===== src/rtl/lsu_pkg.sv =====
// ----------------------------------------------------------------------------
// lsu_pkg
// Shared types and constants for the load/store unit slice: bus widths,
// the implemented memory depth, the FSM state encoding and the request
// record carried through the request FIFO.
// ----------------------------------------------------------------------------
package lsu_pkg;

   localparam int ADDR_W    = 8;
   localparam int DATA_W    = 8;
   localparam int MEM_DEPTH = 128;

   typedef enum logic [1:0] {
      IDLE   = 2'd0,
      ACCESS = 2'd1,
      RESP   = 2'd2
   } lsu_state_e;

   typedef struct packed {
      logic              is_store;
      logic [ADDR_W-1:0] addr;
      logic [DATA_W-1:0] wdata;
   } req_t;

endpackage


===== src/rtl/load_store_unit_if.sv =====
// ----------------------------------------------------------------------------
// load_store_unit_if
// Bundles the three buses around the load/store unit:
//   req_*  : execute -> LSU request handshake (valid/ready)
//   rsp_*  : LSU -> write-back response handshake (valid/ready)
//   mem_*  : LSU <-> data memory strobes, address and data
// The slave modport is the LSU's view; the master modport is the view of
// everything around it (execute, write-back and the memory together).
// ----------------------------------------------------------------------------
interface load_store_unit_if;
   import lsu_pkg::*;

   logic              req_valid;
   logic              req_ready;
   logic              req_is_store;
   logic [ADDR_W-1:0] req_addr;
   logic [DATA_W-1:0] req_wdata;

   logic              rsp_valid;
   logic              rsp_ready;
   logic [DATA_W-1:0] rsp_data;
   logic              rsp_err;

   logic [ADDR_W-1:0] mem_address;
   logic              mem_write;
   logic              mem_read;
   logic [DATA_W-1:0] mem_wdata;
   logic [DATA_W-1:0] mem_rdata;

   modport slave (
      input  req_valid, req_is_store, req_addr, req_wdata,
      input  rsp_ready, mem_rdata,
      output req_ready, rsp_valid, rsp_data, rsp_err,
      output mem_address, mem_write, mem_read, mem_wdata
   );

   modport master (
      output req_valid, req_is_store, req_addr, req_wdata,
      output rsp_ready, mem_rdata,
      input  req_ready, rsp_valid, rsp_data, rsp_err,
      input  mem_address, mem_write, mem_read, mem_wdata
   );

endinterface


===== src/rtl/lsu_req_fifo.sv =====
// ----------------------------------------------------------------------------
// lsu_req_fifo
// Small synchronous FIFO of request records.
// Ports:
//   clk, rst_n : clock, asynchronous active-low reset (empties the FIFO)
//   i_push     : write i_data (ignored while full)
//   i_data     : request to enqueue
//   i_pop      : drop the head entry (ignored while empty)
//   o_head     : current head entry (valid while !o_empty)
//   o_full     : no free entries
//   o_empty    : no entries
//   o_count    : number of stored entries
// DEPTH must be a power of two >= 2 so the pointers wrap naturally.
// ----------------------------------------------------------------------------
module lsu_req_fifo
   import lsu_pkg::*;
#(
   parameter  int DEPTH = 2,
   localparam int PTR_W = $clog2(DEPTH),
   localparam int CNT_W = $clog2(DEPTH) + 1
) (
   input  logic             clk,
   input  logic             rst_n,
   input  logic             i_push,
   input  req_t             i_data,
   input  logic             i_pop,
   output req_t             o_head,
   output logic             o_full,
   output logic             o_empty,
   output logic [CNT_W-1:0] o_count
);

   req_t             r_mem [DEPTH];
   logic [PTR_W-1:0] r_wr_ptr;
   logic [PTR_W-1:0] r_rd_ptr;
   logic [CNT_W-1:0] r_count;

   logic w_do_push;
   logic w_do_pop;

   assign o_full    = (r_count == CNT_W'(DEPTH));
   assign o_empty   = (r_count == '0);
   assign o_count   = r_count;
   assign o_head    = r_mem[r_rd_ptr];
   assign w_do_push = i_push && !o_full;
   assign w_do_pop  = i_pop && !o_empty;

   // Storage carries no reset; the count alone decides what is valid.
   always_ff @(posedge clk) begin
      if (w_do_push) begin
         r_mem[r_wr_ptr] <= i_data;
      end
   end

   always_ff @(posedge clk or negedge rst_n) begin
      if (!rst_n) begin
         r_wr_ptr <= '0;
         r_rd_ptr <= '0;
         r_count  <= '0;
      end else begin
         if (w_do_push) begin
            r_wr_ptr <= r_wr_ptr + PTR_W'(1);
         end
         if (w_do_pop) begin
            r_rd_ptr <= r_rd_ptr + PTR_W'(1);
         end
         case ({w_do_push, w_do_pop})
            2'b10:   r_count <= r_count + CNT_W'(1);
            2'b01:   r_count <= r_count - CNT_W'(1);
            default: r_count <= r_count;
         endcase
      end
   end

endmodule


===== src/rtl/load_store_unit.sv =====
// ----------------------------------------------------------------------------
// load_store_unit
// Memory-access stage in front of a MEM_DEPTH x DATA_W data memory.
// Requests from execute are buffered in a small FIFO; a three-state FSM
// (IDLE -> ACCESS -> RESP) issues one memory access at a time, strictly in
// order, and returns load data or range faults to write-back.
// Ports:
//   clk   : rising-edge clock
//   rst_n : asynchronous active-low reset; aborts any access in flight and
//           discards a pending response
//   bus   : load_store_unit_if.slave
//             req_valid/req_ready/req_is_store/req_addr/req_wdata (in)
//             rsp_valid/rsp_ready/rsp_data/rsp_err            (out)
//             mem_address/mem_write/mem_read/mem_wdata/mem_rdata (memory)
//   busy  : FIFO holds a request or FSM is not IDLE
// Memory contract: write on posedge while mem_write is high; mem_rdata is
// valid after the negedge of a cycle with mem_read high.
// ----------------------------------------------------------------------------
module load_store_unit
   import lsu_pkg::*;
#(
   parameter int MEM_DEPTH  = lsu_pkg::MEM_DEPTH,
   parameter int FIFO_DEPTH = 2
) (
   input  logic               clk,
   input  logic               rst_n,
   load_store_unit_if.slave   bus,
   output logic               busy
);

   localparam int CNT_W = $clog2(FIFO_DEPTH) + 1;

   localparam logic [1:0] ST_IDLE   = IDLE;
   localparam logic [1:0] ST_ACCESS = ACCESS;
   localparam logic [1:0] ST_RESP   = RESP;

   // One extra bit so a depth equal to the full address space still compares
   // correctly.
   localparam logic [ADDR_W:0] MEM_LIMIT = (ADDR_W+1)'(MEM_DEPTH);

   req_t             w_push_data;
   req_t             w_head;
   logic             w_full;
   logic             w_empty;
   logic [CNT_W-1:0] w_count;
   logic             w_pop;
   logic             w_in_range;

   logic [1:0]        r_state;
   logic              r_is_store;
   logic [ADDR_W-1:0] r_mem_address;
   logic              r_mem_write;
   logic              r_mem_read;
   logic [DATA_W-1:0] r_mem_wdata;
   logic              r_rsp_valid;
   logic              r_rsp_err;
   logic [DATA_W-1:0] r_rsp_data;

   assign w_push_data.is_store = bus.req_is_store;
   assign w_push_data.addr     = bus.req_addr;
   assign w_push_data.wdata    = bus.req_wdata;

   lsu_req_fifo #(
      .DEPTH (FIFO_DEPTH)
   ) u_req_fifo (
      .clk     (clk),
      .rst_n   (rst_n),
      .i_push  (bus.req_valid),
      .i_data  (w_push_data),
      .i_pop   (w_pop),
      .o_head  (w_head),
      .o_full  (w_full),
      .o_empty (w_empty),
      .o_count (w_count)
   );

   assign bus.req_ready = !w_full;

   assign w_pop      = (r_state == ST_IDLE) && !w_empty;
   assign w_in_range = ({1'b0, w_head.addr} < MEM_LIMIT);

   assign bus.mem_address = r_mem_address;
   assign bus.mem_write   = r_mem_write;
   assign bus.mem_read    = r_mem_read;
   assign bus.mem_wdata   = r_mem_wdata;
   assign bus.rsp_valid   = r_rsp_valid;
   assign bus.rsp_err     = r_rsp_err;
   assign bus.rsp_data    = r_rsp_data;

   assign busy = (w_count != '0) || (r_state != ST_IDLE);

   always_ff @(posedge clk or negedge rst_n) begin
      if (!rst_n) begin
         r_state       <= ST_IDLE;
         r_is_store    <= 1'b0;
         r_mem_address <= '0;
         r_mem_write   <= 1'b0;
         r_mem_read    <= 1'b0;
         r_mem_wdata   <= '0;
         r_rsp_valid   <= 1'b0;
         r_rsp_err     <= 1'b0;
         r_rsp_data    <= '0;
      end else begin
         case (r_state)
            ST_IDLE: begin
               if (w_pop) begin
                  if (w_in_range) begin
                     r_mem_address <= w_head.addr;
                     r_mem_wdata   <= w_head.wdata;
                     r_mem_write   <= w_head.is_store;
                     r_mem_read    <= !w_head.is_store;
                     r_is_store    <= w_head.is_store;
                     r_state       <= ST_ACCESS;
                  end else begin
                     // Faults skip the memory entirely, stores included,
                     // so mem_address never sees an out-of-range value.
                     r_rsp_valid <= 1'b1;
                     r_rsp_err   <= 1'b1;
                     r_rsp_data  <= '0;
                     r_state     <= ST_RESP;
                  end
               end
            end
            ST_ACCESS: begin
               r_mem_write <= 1'b0;
               r_mem_read  <= 1'b0;
               if (r_is_store) begin
                  r_state <= ST_IDLE;
               end else begin
                  r_rsp_data  <= bus.mem_rdata;
                  r_rsp_valid <= 1'b1;
                  r_rsp_err   <= 1'b0;
                  r_state     <= ST_RESP;
               end
            end
            ST_RESP: begin
               if (bus.rsp_ready) begin
                  r_rsp_valid <= 1'b0;
                  r_rsp_err   <= 1'b0;
                  r_state     <= ST_IDLE;
               end
            end
            default: begin
               r_mem_write <= 1'b0;
               r_mem_read  <= 1'b0;
               r_rsp_valid <= 1'b0;
               r_rsp_err   <= 1'b0;
               r_state     <= ST_IDLE;
            end
         endcase
      end
   end

endmodule


===== src/flat_wrapper.sv =====
// flat-port wrapper written by rule: the top's interface ports become plain ports
module load_store_unit_flat import lsu_pkg::*;
#(
   parameter int MEM_DEPTH  = lsu_pkg::MEM_DEPTH,
   parameter int FIFO_DEPTH = 2
)
  (clk, rst_n, busy, bus_req_valid, bus_req_is_store, bus_req_addr, bus_req_wdata, bus_rsp_ready, bus_mem_rdata, bus_req_ready, bus_rsp_valid, bus_rsp_data, bus_rsp_err, bus_mem_address, bus_mem_write, bus_mem_read, bus_mem_wdata);
  load_store_unit_if bus_i ();
  input  logic clk;
  input  logic rst_n;
  output logic busy;
  input wire logic [$bits(bus_i.req_valid)-1:0] bus_req_valid;
  input wire logic [$bits(bus_i.req_is_store)-1:0] bus_req_is_store;
  input wire logic [$bits(bus_i.req_addr)-1:0] bus_req_addr;
  input wire logic [$bits(bus_i.req_wdata)-1:0] bus_req_wdata;
  input wire logic [$bits(bus_i.rsp_ready)-1:0] bus_rsp_ready;
  input wire logic [$bits(bus_i.mem_rdata)-1:0] bus_mem_rdata;
  output wire logic [$bits(bus_i.req_ready)-1:0] bus_req_ready;
  output wire logic [$bits(bus_i.rsp_valid)-1:0] bus_rsp_valid;
  output wire logic [$bits(bus_i.rsp_data)-1:0] bus_rsp_data;
  output wire logic [$bits(bus_i.rsp_err)-1:0] bus_rsp_err;
  output wire logic [$bits(bus_i.mem_address)-1:0] bus_mem_address;
  output wire logic [$bits(bus_i.mem_write)-1:0] bus_mem_write;
  output wire logic [$bits(bus_i.mem_read)-1:0] bus_mem_read;
  output wire logic [$bits(bus_i.mem_wdata)-1:0] bus_mem_wdata;
  assign bus_i.req_valid = bus_req_valid;
  assign bus_i.req_is_store = bus_req_is_store;
  assign bus_i.req_addr = bus_req_addr;
  assign bus_i.req_wdata = bus_req_wdata;
  assign bus_i.rsp_ready = bus_rsp_ready;
  assign bus_i.mem_rdata = bus_mem_rdata;
  assign bus_req_ready = bus_i.req_ready;
  assign bus_rsp_valid = bus_i.rsp_valid;
  assign bus_rsp_data = bus_i.rsp_data;
  assign bus_rsp_err = bus_i.rsp_err;
  assign bus_mem_address = bus_i.mem_address;
  assign bus_mem_write = bus_i.mem_write;
  assign bus_mem_read = bus_i.mem_read;
  assign bus_mem_wdata = bus_i.mem_wdata;
  load_store_unit #(.MEM_DEPTH(MEM_DEPTH), .FIFO_DEPTH(FIFO_DEPTH)) u_core (.clk(clk), .rst_n(rst_n), .bus(bus_i), .busy(busy));
endmodule

===== config.mk =====
export PLATFORM = sky130hd
export DESIGN_NAME = load_store_unit_flat
export DESIGN_NICKNAME = d
export VERILOG_FILES = /design/src/rtl/lsu_pkg.sv /design/src/rtl/load_store_unit_if.sv /design/src/rtl/lsu_req_fifo.sv /design/src/rtl/load_store_unit.sv /design/src/flat_wrapper.sv
export SDC_FILE = /design/constraint.sdc
export NUM_CORES = 1
export LEC_CHECK = 0
export BUFFER_PORTS_ARGS = -buffer_cell sky130_fd_sc_hd__buf_2
export CORE_MARGIN = 2
export CORE_UTILIZATION = 44
export CTS_CLUSTER_DIAMETER = 150
export CTS_CLUSTER_SIZE = 40
export DETAILED_ROUTE_END_ITERATION = 10
export PLACE_DENSITY = 0.67
export SYNTH_ARGS = -nofsm -noshare
export SYNTH_HDL_FRONTEND = slang
export SYNTH_SLANG_ARGS = --single-unit

===== constraint.sdc =====
create_clock -name clk -period 1.8 [get_ports clk]
set_input_delay 0.36 -clock clk [delete_from_list [all_inputs] [get_ports clk]]
set_output_delay 0.36 -clock clk [all_outputs]
set_load 0.01 [all_outputs]

* Yosys cells after proc, flatten, opt, wreduce, memory -nomap -nowiden
Memory sizes are Yosys's and may differ from the RTL's.
Cells that the tools add are included.
** Cells by class
- Bitwise operators :: 1
- Multiplexer cells :: 25
- Magnitude comparators :: 1
- Add/subtract/negate cells :: 4
- Equality and inequality tests :: 10
- Reductions and logical operators :: 18
** Operators with widths (number)
- $mux 8 :: 3
- $pmux 8 s2 :: 1
- $mux 1 :: 11
- $lt 8x8->1 const B :: 1
- $mux 2 :: 4
- $ne 2x2->1 const B :: 4
- $reduce_and 4->1 :: 2
- $reduce_bool 2->1 :: 4
- $eq 2x2->1 const B :: 3
- $pmux 1 s3 :: 2
- $pmux 2 s3 :: 1
- $reduce_and 3->1 :: 2
- $eq 2x1->1 const B :: 2
- $logic_not 2->1 :: 2
- $pmux 1 s2 :: 2
- $pmux 2 s2 :: 1
- $logic_and 1x1->1 :: 3
- $logic_not 1->1 :: 3
- $add 1x1->1 const B :: 2
- $add 2x1->2 const B :: 1
- $ne 2x1->1 const B :: 1
- $reduce_and 2->1 :: 1
- $sub 2x1->2 const B :: 1
- $logic_or 1x1->1 :: 1
- $not 1->1 :: 1
** Storage, ports and cells
- Input port bits :: 29
- Word-level logic and storage cells :: 72
- Memories kept :: 1
- Register bits :: 35
- Memory bits (writable) :: 34
** Memory list
- u_core.u_req_fifo.r_mem :: words 2, width 17, rd ports 1, clocked after Yosys merged registers in 0, wr ports 1, RTL line lsu_req_fifo.sv:33 : req_t r_mem [DEPTH];

* Longest topological paths before layout
Gate-level depths: netlist of run 1.
- Depth in word-level cells :: 6
- Gate-level depth with buffers :: 6
- Mapped depth without buffers :: 6

* Hierarchy
Synthesis of run 1 repeated with hierarchy kept, for this count alone.
** Unflattened totals
- Cell total of the unflattened synthesis :: 157
- Area total of the unflattened synthesis :: 2693.8 µm²
** Modules (own cells, without submodules)
- lsu_req_fifo :: area an instance 1473.9 µm², cells each 71, instances 1
- load_store_unit :: area an instance 1219.9 µm², cells each 86, instances 1

* Least setup slack after synthesis of run 1
OpenSTA, ideal clock, no wires.
- Path type :: register to register
- Start :: register u_core.u_req_fifo.r_count[0] (netlist: u_core.u_req_fifo.o_count[0])
- End :: memory u_core.u_req_fifo.r_mem[0][0] (netlist bit) (enable)
- Setup time :: 0.390 ns
- Slack :: -0.058 ns
- Period minus slack after synthesis :: 1.858 ns
- Path buffers :: 0
- Stages on the path, launching flop included :: 4
- Data arrival time :: 1.468 ns
- Cell sequence :: dfrtp_1 > nand2b_1 > nand2_1 > nor2_1
** Between the ends
- Cells in the longest elaborated chain, start to end :: 5
** Ends and longest elaborated chain
- start: declaration :: RTL line lsu_req_fifo.sv:36 : logic [CNT_W-1:0] r_count;
- start signal: assignment :: RTL line lsu_req_fifo.sv:68 : 2'b10: r_count <= r_count + CNT_W'(1);
- start signal: assignment :: RTL line lsu_req_fifo.sv:69 : 2'b01: r_count <= r_count - CNT_W'(1);
- start signal: assignment :: RTL line lsu_req_fifo.sv:70 : default: r_count <= r_count;
- $eq 2x2->1 :: RTL line lsu_req_fifo.sv:41 : assign o_full = (r_count == CNT_W'(DEPTH));
- $logic_not 1->1
- named net bus_req_ready :: RTL line flat_wrapper.sv:18 : output wire logic [$bits(bus_i.req_ready)-1:0] bus_req_ready;
- $logic_and 1x1->1 :: RTL line lsu_req_fifo.sv:45 : assign w_do_push = i_push && !o_full;
- $mux 1 :: RTL line lsu_req_fifo.sv:50 : if (w_do_push) begin
- $mux 1 (implied by the code) :: RTL line lsu_req_fifo.sv:51 : r_mem[r_wr_ptr] <= i_data;
- end: declaration :: RTL line lsu_req_fifo.sv:33
The timed path passes the listed nets, and every way through them passes these cells.

* Worst setup path in the final report of run 1
- Start :: register u_core.u_req_fifo.r_count[0] (netlist: u_core.u_req_fifo.o_count[0])
- End :: output port busy
** Between the ends
- Cells in the longest elaborated chain, start to end :: 2
** Ends and longest elaborated chain
- $reduce_bool 2->1 :: RTL line load_store_unit.sv:90 : assign busy = (w_count != '0) || (r_state != ST_IDLE);
- $logic_or 1x1->1 :: RTL line load_store_unit.sv:90
- end: declaration :: RTL line flat_wrapper.sv:11 : output logic busy;
Every way passes these cells.

==> flow_summary.ini, run 1 <==
[sta]
fin_setup_tns_ns = 0
setup_ws_ns = 0.0994
period_needed_ns = 1.70
timing.fmax_ghz = 0.588
rsz0062_at_grt = no
tightestPinTransition_ns = 0.591
hold_violations = 0
setup_viol = 0
min_period_over_period_pct = 94.5
drv_slew = 0
slew_headroom_pct = 60.4
whs_ns = 0.208
fin_skew_ns = 0.00848

[synthesis]
syn_area_sq_mm = 0.00273
yosysUniqueCellTypes = 36
synth_cells = 173
ys_seq_area_share_pct = 69.4
syn-num-nets = 203
ys_warn_count = 0
syn_avg_cell_area_sq_um = 15.8
ys_seq_elements = 69

[clock_network]
cts.sinks = 69
htreeDepth = 3
cts_tree = built
cts.root.buffer_cell = clkbuf_8
cts.hold.buffers_added = 1
postCtsResizedCells = 0
numCtsBuffers = 9
insertion_delay_ns = 0.34
clkTransAtPathRegs_ns = 0.08
clock_path_buffers = 2
post-cts-setup-buffer-count = 0

[critical_path]
path_class = flip-flop to primary output
cp-start-kind = flip-flop
end_kind = primary output
cp-startpoint = u_core.u_req_fifo.o_count[0]$_DFFE_PN0P_
arrival_ns = 1.34
cp_max_fo = 6
rr_startpoint = u_core.u_req_fifo.o_count[0]$_DFFE_PN0P_
cp.required_ns = 1.44

[detailed_routing]
dr.pass1.iters = 4
wl_per_cell_microns = 14.8
postRouteAntennaNets = 0
drcViolationCount = 0
viasPerCell = 5.01
vias = 1617
drt_iter0_markers = 163
wirelength_mm = 4.79

[worst_hold_path]
hold_start = bus_req_wdata[2]
hp-class = input port to flip-flop

[global_route]
grt_max_degree = 20
grt_use_total_pct = 14.9
grt_pass1_wl_mm = 7.98
antenna_found_initial = 0
grt_pass1_vias = 1644
overflow = 0

[power_and_ir_drop]
p_leak_nw = 1.46
vdd_drop_max_mv = 0.902
finalPower_w = 0.00610
p_per_area_mw_per_mm2 = 1810

[floorplanning]
dieHeight_microns = 82.8
initial_core_util_pct = 45.9
rows = 28
dieArea_sq_mm = 0.00686
core_sq_mm = 0.00596
die_w_microns = 82.8
ios = 59

[cells_and_area]
antenna_cells = 0
area_growth_pct = 23.1
final_nets = 273
drive_gt1_share_pct = 48.0

[status]
status = finished clean

[job]
max_cap_violations = 0

[placed_design]
routabilityCongestion = 0.739
io_buffers = 58
hpwlAfterDp_mm = 3.28
post-place-ws_ns = 0.186
==> synthesized netlist by cell type <==
library cell / count / share of area, %
a211o_1: 1 / 0.32
a21o_1: 1 / 0.27
a21oi_1: 1 / 0.18
a311o_1: 1 / 0.37
a31o_2: 1 / 0.32
and2_1: 1 / 0.23
and3_1: 2 / 0.46
buf_1: 1 / 0.14
buf_2: 3 / 0.55
buf_6: 2 / 0.82
clkbuf_2: 1 / 0.18
dfrtp_1: 35 / 32
edfxtp_1: 34 / 37
ha_1: 1 / 0.46
inv_1: 3 / 0.41
mux2_2: 25 / 10
mux2_4: 7 / 3.8
mux2i_1: 1 / 0.37
mux2i_4: 1 / 0.82
nand2_1: 20 / 2.7
nand2b_1: 1 / 0.23
nand3b_1: 1 / 0.27
nand3b_4: 1 / 0.73
nor2_1: 4 / 0.55
nor2_2: 1 / 0.23
nor3_1: 1 / 0.18
nor3b_2: 1 / 0.46
nor4_1: 2 / 0.46
o211ai_1: 1 / 0.27
o21ai_0: 9 / 1.6
o21bai_1: 1 / 0.27
o311ai_0: 1 / 0.32
or2_0: 1 / 0.23
or3b_2: 1 / 0.32
xnor2_1: 3 / 0.96
xor2_1: 2 / 0.64
==> logic make-up after synthesis <==
family	synth area share [%]
xor gates and xnor gates	1.60
DFF	69.4
buffers and inverters	2.11
adders and majority gates	0.458
and+or+nand+nor	7.10
AOI/OAI and AO/OA	3.98
muxes	15.3
==> layout make-up <==
| type | instances | area, sq um |
|---|---|---|
| Fill cell | 509 | 2590 |
| Tap cell | 75 | 93.8 |
| Sequential cell | 69 | 1900 |
| Inverter | 3 | 11.3 |
| Multi-Input combinational cell | 94 | 781 |
| Clock inverter | 6 | 87.6 |
| Timing Repair Buffer | 66 | 365 |
| Clock buffer | 10 | 128 |
==> critical path, stage by stage (launching register included) <==
cell and delay, ns:
dfrtp_1 0.43, nor2_1 0.31, nand2_1 0.10, buf_2 0.15
==> power by group <==
group	switching (W)	internal, W	leakage [nW]	total (W)
combinational	0.00105	0.00112	0.618	0.00217
sequential	0.000314	0.00226	0.747	0.00257
clock	0.000573	0.000777	0.0985	0.00135
total	0.00194	0.00416	1.46	0.00610
==> routing by layer <==
metal | GRT usage, % | share of wire [%] | vias up
met2 | 23.6 | 48 | 53
li1 | - | - | 766
met1 | 19.9 | 46 | 794
met4 | 5.81 | 1.1 | 0
met3 | 3.78 | 5.1 | 4
met5 | 0 | 0 | -
==> registers in the layout, summed over array words and instances, names as in the netlist <==
signal and cells:
u_core.r_is_store 1, u_core.bus.mem_read 1, u_core.r_state 2, u_core.u_req_fifo.o_count 2, u_core.bus.mem_write 1, u_core.u_req_fifo.r_mem 34, u_core.bus.mem_address 8, u_core.u_req_fifo.r_rd_ptr 1
u_core.bus.mem_wdata 8, u_core.bus.rsp_data 8, u_core.bus.rsp_err 1, u_core.bus.rsp_valid 1, u_core.u_req_fifo.r_wr_ptr 1
==> cell usage in the layout (no fill, tap or decap), types with 2 or more instances in the layout <==
master and n:
nor4_1 2, nor2_1 3, xor2_1 2, bufinv_16 2, nor2_2 2, buf_4 6, buf_2 58, xnor2_1 3
dfrtp_1 35, mux2_2 25, clkbuf_8 9, edfxtp_1 34, clkinvlp_4 3, nand2_1 20, inv_1 3, o21ai_0 9
mux2_4 7, and3_1 2
==> per-stage QoR <==
step	std cells	util [%]	cell area, sq um
4_1_cts	323	56.5	3360
5_1_grt	323	56.5	3360
2_1_floorplan	173	-	2740
3_3_place_gp	306	52.7	3140
3_5_place_dp	306	52.7	3140
6_report	323	56.5	3360
==> worst paths after layout <==
kind,depth (start not counted),slack (ns),to
worst max-delay path,3,0.1,busy
worst min-delay path,1,0.21,u_core.u_req_fifo.r_mem[0][2]$_DFFE_PP_
worst max register to register,3,0.16,u_core.bus.mem_wdata[7]$_DFFE_PN0P_
worst min register to register,1,0.52,u_core.bus.mem_address[7]$_DFFE_PN0P_
max in group asynchronous,3,0.86,u_core.bus.mem_wdata[4]$_DFFE_PN0P_
min in group asynchronous,2,0.49,u_core.u_req_fifo.o_count[1]$_DFFE_PN0P_
Note: power is estimated with default switching activity, not from simulation.
==> run 2: changes to the inputs <==
==> constraint.sdc (replaced) <==
create_clock -name clk -period 1.8 [get_ports clk]
set_input_delay 0.27 -clock clk [delete_from_list [all_inputs] [get_ports clk]]
set_output_delay 0.27 -clock clk [all_outputs]
set_load 0.01 [all_outputs]
==> run 2 against run 1 <==
Effect of this change:
- die area is the same
- wire length grew 0.25%
- critical path depth did not move
- clock skew decreased by 0.0010 ns
- setup slack improved by 0.073 ns
- count of clock-buffer cells in the layout unchanged
- largest power group unchanged
- global-route usage grew 0.20 points
- sequential share of layout area grew 0.40 points
- total power shrank 2.5%
- maximum frequency up 4.5%
==> flow_summary.ini, run 2 (synthesis gave the netlist of run 1 again) <==
[worst_hold_path]
hp-class = input port to flip-flop

[cells_and_area]
top_register = u_core.u_req_fifo.r_mem
area_growth_pct = 22.2
largest_reg_flops = 34
regArea_sq_mm = 0.00190
instances_no_fill = 323
final_nets = 273
antenna_cells = 0
final_common_cell = buf_2
multiInputGateArea_sq_um = 781
final_cell_mix = 58 x buf_2, 35 x dfrtp_1, 34 x edfxtp_1, 25 x mux2_2, 20 x nand2_1
drive_gt1_share_pct = 47.6
fill_cells = 522

[sta]
tightestPinTransition_ns = 0.596
hold_violations = 0
setup_viol = 0
fin_skew_ns = 0.00747
rsz0062_at_grt = no
period_needed_ns = 1.63
min_period_over_period_pct = 90.4
fin_setup_tns_ns = 0
drv_slew = 0
timing.fmax_ghz = 0.614
slew_headroom_pct = 60.1

[detailed_routing]
wirelength_mm = 4.80
wl_per_cell_microns = 14.9
drcViolationCount = 0
vias = 1612
drt_iter0_markers = 68
viasPerCell = 4.99
postRouteAntennaNets = 0
dr.pass1.iters = 4

[clock_network]
postCtsResizedCells = 0
post-cts-setup-buffer-count = 0
htreeDepth = 3
clkTransAtPathRegs_ns = 0.08
cts.sinks = 69
insertion_delay_ns = 0.33
cts.hold.buffers_added = 1
clock_path_buffers = 2
cts.root.buffer_cell = clkbuf_8
numCtsBuffers = 9
cts_tree = built

[floorplanning]
dieHeight_microns = 82.8
rows = 28
ios = 59
dieArea_sq_mm = 0.00686
die_w_microns = 82.8
initial_core_util_pct = 45.9
core_sq_mm = 0.00596

[power_and_ir_drop]
p_per_area_mw_per_mm2 = 1780
vdd_drop_max_mv = 0.847
finalPower_w = 0.00594
p_leak_nw = 1.46

[job]
max_cap_violations = 0

[critical_path]
end_kind = flip-flop
cp-start-kind = flip-flop
arrival_ns = 1.84
path_class = flip-flop to flip-flop
cp_max_fo = 18
cp.required_ns = 2.02

[global_route]
grt_use_total_pct = 15.1
grt_pass1_wl_mm = 8.00
grt_max_degree = 20
overflow = 0
grt_pass1_vias = 1659
antenna_found_initial = 0

[placed_design]
routabilityCongestion = 0.755
io_buffers = 58
placed_cells = 306
hpwlAfterDp_mm = 3.25

[status]
status = finished clean
[run 2: changes by cell type in the layout (fill, tap and decap cells not counted), sizes merged]
cell / previous run / this run
bufinv: 2 / 1
clkinv: 1 / 4
clkinvlp: 3 / 1
[run 2: final timing paths]
kind	from	end	slack [ns]	depth (start not counted)
setup reg to reg	u_core.u_req_fifo.o_count[0]$_DFFE_PN0P_	u_core.bus.mem_wdata[0]$_DFFE_PN0P_	0.17	3
setup / recovery	u_core.u_req_fifo.o_count[0]$_DFFE_PN0P_	u_core.bus.mem_wdata[0]$_DFFE_PN0P_	0.17	3
min in group asynchronous	rst_n	u_core.bus.mem_wdata[2]$_DFFE_PN0P_	0.40	2
max in group asynchronous	rst_n	u_core.bus.mem_address[7]$_DFFE_PN0P_	0.96	3
hold reg to reg	u_core.bus.mem_address[7]$_DFFE_PN0P_	u_core.bus.mem_address[7]$_DFFE_PN0P_	0.48	1
hold / removal	bus_req_wdata[5]	u_core.u_req_fifo.r_mem[0][5]$_DFFE_PP_	0.12	1
[run 2: worst max-delay path: stages, from the launching register on]
cell,delay [ns]
dfrtp_1,0.44
nor2_1,0.31
nand3b_4,0.39
mux2_2,0.38
[run 2: area by class of cell]
cell class	instances	area share [%]
clock buffers	10	3.82
clock inverters	6	1.91
flip-flops and latches	69	56.8
repair buffers	66	10.9
multi-input cells	94	23.4
well taps	75	2.81
inverters	3	0.337
[run 2: routing by layer]
| metal | global-route usage, % | up-vias | part of all wire (%) |
|---|---|---|---|
| li1 | - | 761 | - |
| met1 | 20.2 | 790 | 47 |
| met2 | 22.8 | 52 | 47 |
| met3 | 4.17 | 9 | 4.4 |
| met4 | 7.60 | 0 | 1.7 |
| met5 | 0 | - | 0 |
[run 2: power by group]
group	total [W]	leakage, nW	switching (W)	internal [W]
Sequential	0.00257	0.747	0.000314	0.00226
Clock	0.00119	0.0939	0.000554	0.000637
Combinational	0.00218	0.618	0.00106	0.00112
Total	0.00594	1.46	0.00193	0.00402
[run 2: metrics by stage]
stage | util (%) | hold slack [ns] | worst slack [ns] | instance area [sq um]
after detailed placement | 52.7 | 0.226 | 0.181 | 3140
after global placement | 52.7 | 0.232 | 0.230 | 3140
after global routing | 56.1 | 0.103 | 0.0702 | 3340
after CTS | 56.1 | 0.104 | 0.162 | 3340
after floorplan | - | -0.0256 | 0.211 | 2740
final | 56.1 | 0.121 | 0.172 | 3340
==> run 3: changes to the inputs <==
- CORE_UTILIZATION: 44 -> 48
- PLACE_DENSITY: 0.67 -> 0.73
==> run 3 against run 2 <==
Effect of this change:
- sequential cell count stayed put
- clock power is 16% lower
- die area is 7.9% lower
- utilization is 3.5 points higher
- clock skew is 0.0022 ns lower
- register-to-register slack worse by 0.02 ns
- sequential share of layout area is 1.0 points higher
- maximum frequency is 1.2% lower
- critical endpoint unchanged
- largest power group unchanged
==> flow_summary.ini, run 3 (synthesis gave the netlist of run 1 again) <==
[status]
status = finished clean

[sta]
drv_slew = 0
min_period_over_period_pct = 91.5
hold_violations = 0
setup_ws_ns = 0.153
fin_skew_ns = 0.00530
rsz0062_at_grt = no
slew_headroom_pct = 57.7
tightestPinTransition_ns = 0.632
setup_viol = 0
period_needed_ns = 1.65
timing.fmax_ghz = 0.607
fin_setup_tns_ns = 0

[cells_and_area]
final_cell_mix = 58 x buf_2, 35 x dfrtp_1, 34 x edfxtp_1, 25 x mux2_2, 20 x nand2_1
final_common_cell = buf_2
largest_reg_flops = 34
final_nets = 272
antenna_cells = 0
area_growth_pct = 20.1
final_area_sq_mm = 0.00328
top_register = u_core.u_req_fifo.r_mem
drive_gt1_share_pct = 47.4
post-route-util_pct = 59.6
fill_cells = 438

[clock_network]
htreeDepth = 3
numCtsBuffers = 9
clkTransAtPathRegs_ns = 0.07
cts_tree = built
post-cts-setup-buffer-count = 0
cts.sinks = 69
clock_path_buffers = 2
postCtsResizedCells = 0
cts.hold.buffers_added = 1
cts.root.buffer_cell = clkbuf_8
insertion_delay_ns = 0.33

[power_and_ir_drop]
vdd_drop_max_mv = 0.820
p_leak_nw = 1.44
finalPower_w = 0.00572
p_per_area_mw_per_mm2 = 1740

[floorplanning]
dieHeight_microns = 79.5
initial_core_util_pct = 49.6
dieArea_sq_mm = 0.00631
die_w_microns = 79.5
core_sq_mm = 0.00551
ios = 59
rows = 27

[global_route]
overflow = 0
grt_max_degree = 36
grt_pass1_wl_mm = 7.56
antenna_found_initial = 0
grt_pass1_vias = 1653
grt_use_total_pct = 16.2

[critical_path]
cp-start-kind = flip-flop
path_class = flip-flop to flip-flop
slowest_delay_ns = 0.43
cp_max_fo = 18
crit_buf_inv = 0
cp_cell_sequence = nor2_1, nand3b_4, mux2_2
end_kind = flip-flop
crit_family = simple AND/OR/NAND/NOR gates
cp.required_ns = 2.01
slowest_stage = dfrtp_1
arrival_ns = 1.86

[detailed_routing]
drt_iter0_markers = 105
drcViolationCount = 0
wl_per_cell_microns = 14.8
dr.pass1.iters = 4
vias = 1617
viasPerCell = 5.07
postRouteAntennaNets = 0
wirelength_mm = 4.73

[worst_hold_path]
hp-class = input port to flip-flop

[placed_design]
post-place-ws_ns = 0.171
io_buffers = 58
place_area_sq_mm = 0.00311
routabilityCongestion = 0.762
hpwlAfterDp_mm = 3.30

[job]
max_cap_violations = 0
## run 3: cell count changes in the layout (fill, tap and decap cells not counted)
| cell | before | now |
|---|---|---|
| clkbuf_1 | 1 | 0 |
| buf_12 | 1 | 0 |
| clkinv_4 | 2 | 0 |
| clkinv_2 | 1 | 5 |
| clkinvlp_4 | 1 | 0 |
| clkinv_1 | 1 | 2 |
| bufinv_16 | 1 | 0 |
## run 3: layout make-up
type / count / area (sq um) / share of cell area, %
Inverter: 3 / 11.3 / 0.343
Clock buffer: 9 / 124 / 3.78
Timing Repair Buffer: 65 / 345 / 10.5
Multi-Input combinational cell: 94 / 781 / 23.8
Clock inverter: 7 / 32.5 / 0.992
Sequential cell: 69 / 1900 / 57.8
Tap cell: 72 / 90.1 / 2.75
## run 3: final timing paths
check | start | to | slack [ns] | depth (start not counted)
worst max register to register | u_core.u_req_fifo.o_count[0]$_DFFE_PN0P_ | u_core.bus.mem_wdata[0]$_DFFE_PN0P_ | 0.15 | 3
worst min register to register | u_core.bus.mem_address[7]$_DFFE_PN0P_ | u_core.bus.mem_address[7]$_DFFE_PN0P_ | 0.49 | 1
worst min-delay path | bus_req_wdata[6] | u_core.u_req_fifo.r_mem[0][6]$_DFFE_PP_ | 0.13 | 1
worst max-delay path | u_core.u_req_fifo.o_count[0]$_DFFE_PN0P_ | u_core.bus.mem_wdata[0]$_DFFE_PN0P_ | 0.15 | 3
max in group asynchronous | rst_n | u_core.bus.mem_address[5]$_DFFE_PN0P_ | 0.97 | 3
min in group asynchronous | rst_n | u_core.bus.mem_address[1]$_DFFE_PN0P_ | 0.51 | 3
## run 3: routing by layer
layer  global-route usage, %  vias to the layer above  share of wire (%)
li1                        -                      765                  -
met1                    20.2                      787                 45
met2                    26.2                       58                 48
met3                    4.52                        7                6.0
met4                    7.76                        0                1.3
met5                       0                        -                  0
## run 3: worst register-to-register path: cells and delay by family (launching register included)
kind          cells  cell delay, ns
flops             1            0.43
mux               1            0.38
simple gates      2            0.73
## run 3: power breakdown
part	internal (W)	switching (W)	leakage, nW
Sequential	0.00226	0.000324	0.747
Combinational	0.00111	0.00104	0.609
Clock	0.000477	0.000520	0.0874
## run 3: through the flow
stage          cells  hold WS, ns
2_1_floorplan    173      -0.0256
3_3_place_gp     302        0.334
3_5_place_dp     302        0.337
4_1_cts          319        0.115
5_1_grt          319        0.118
6_report         319        0.131
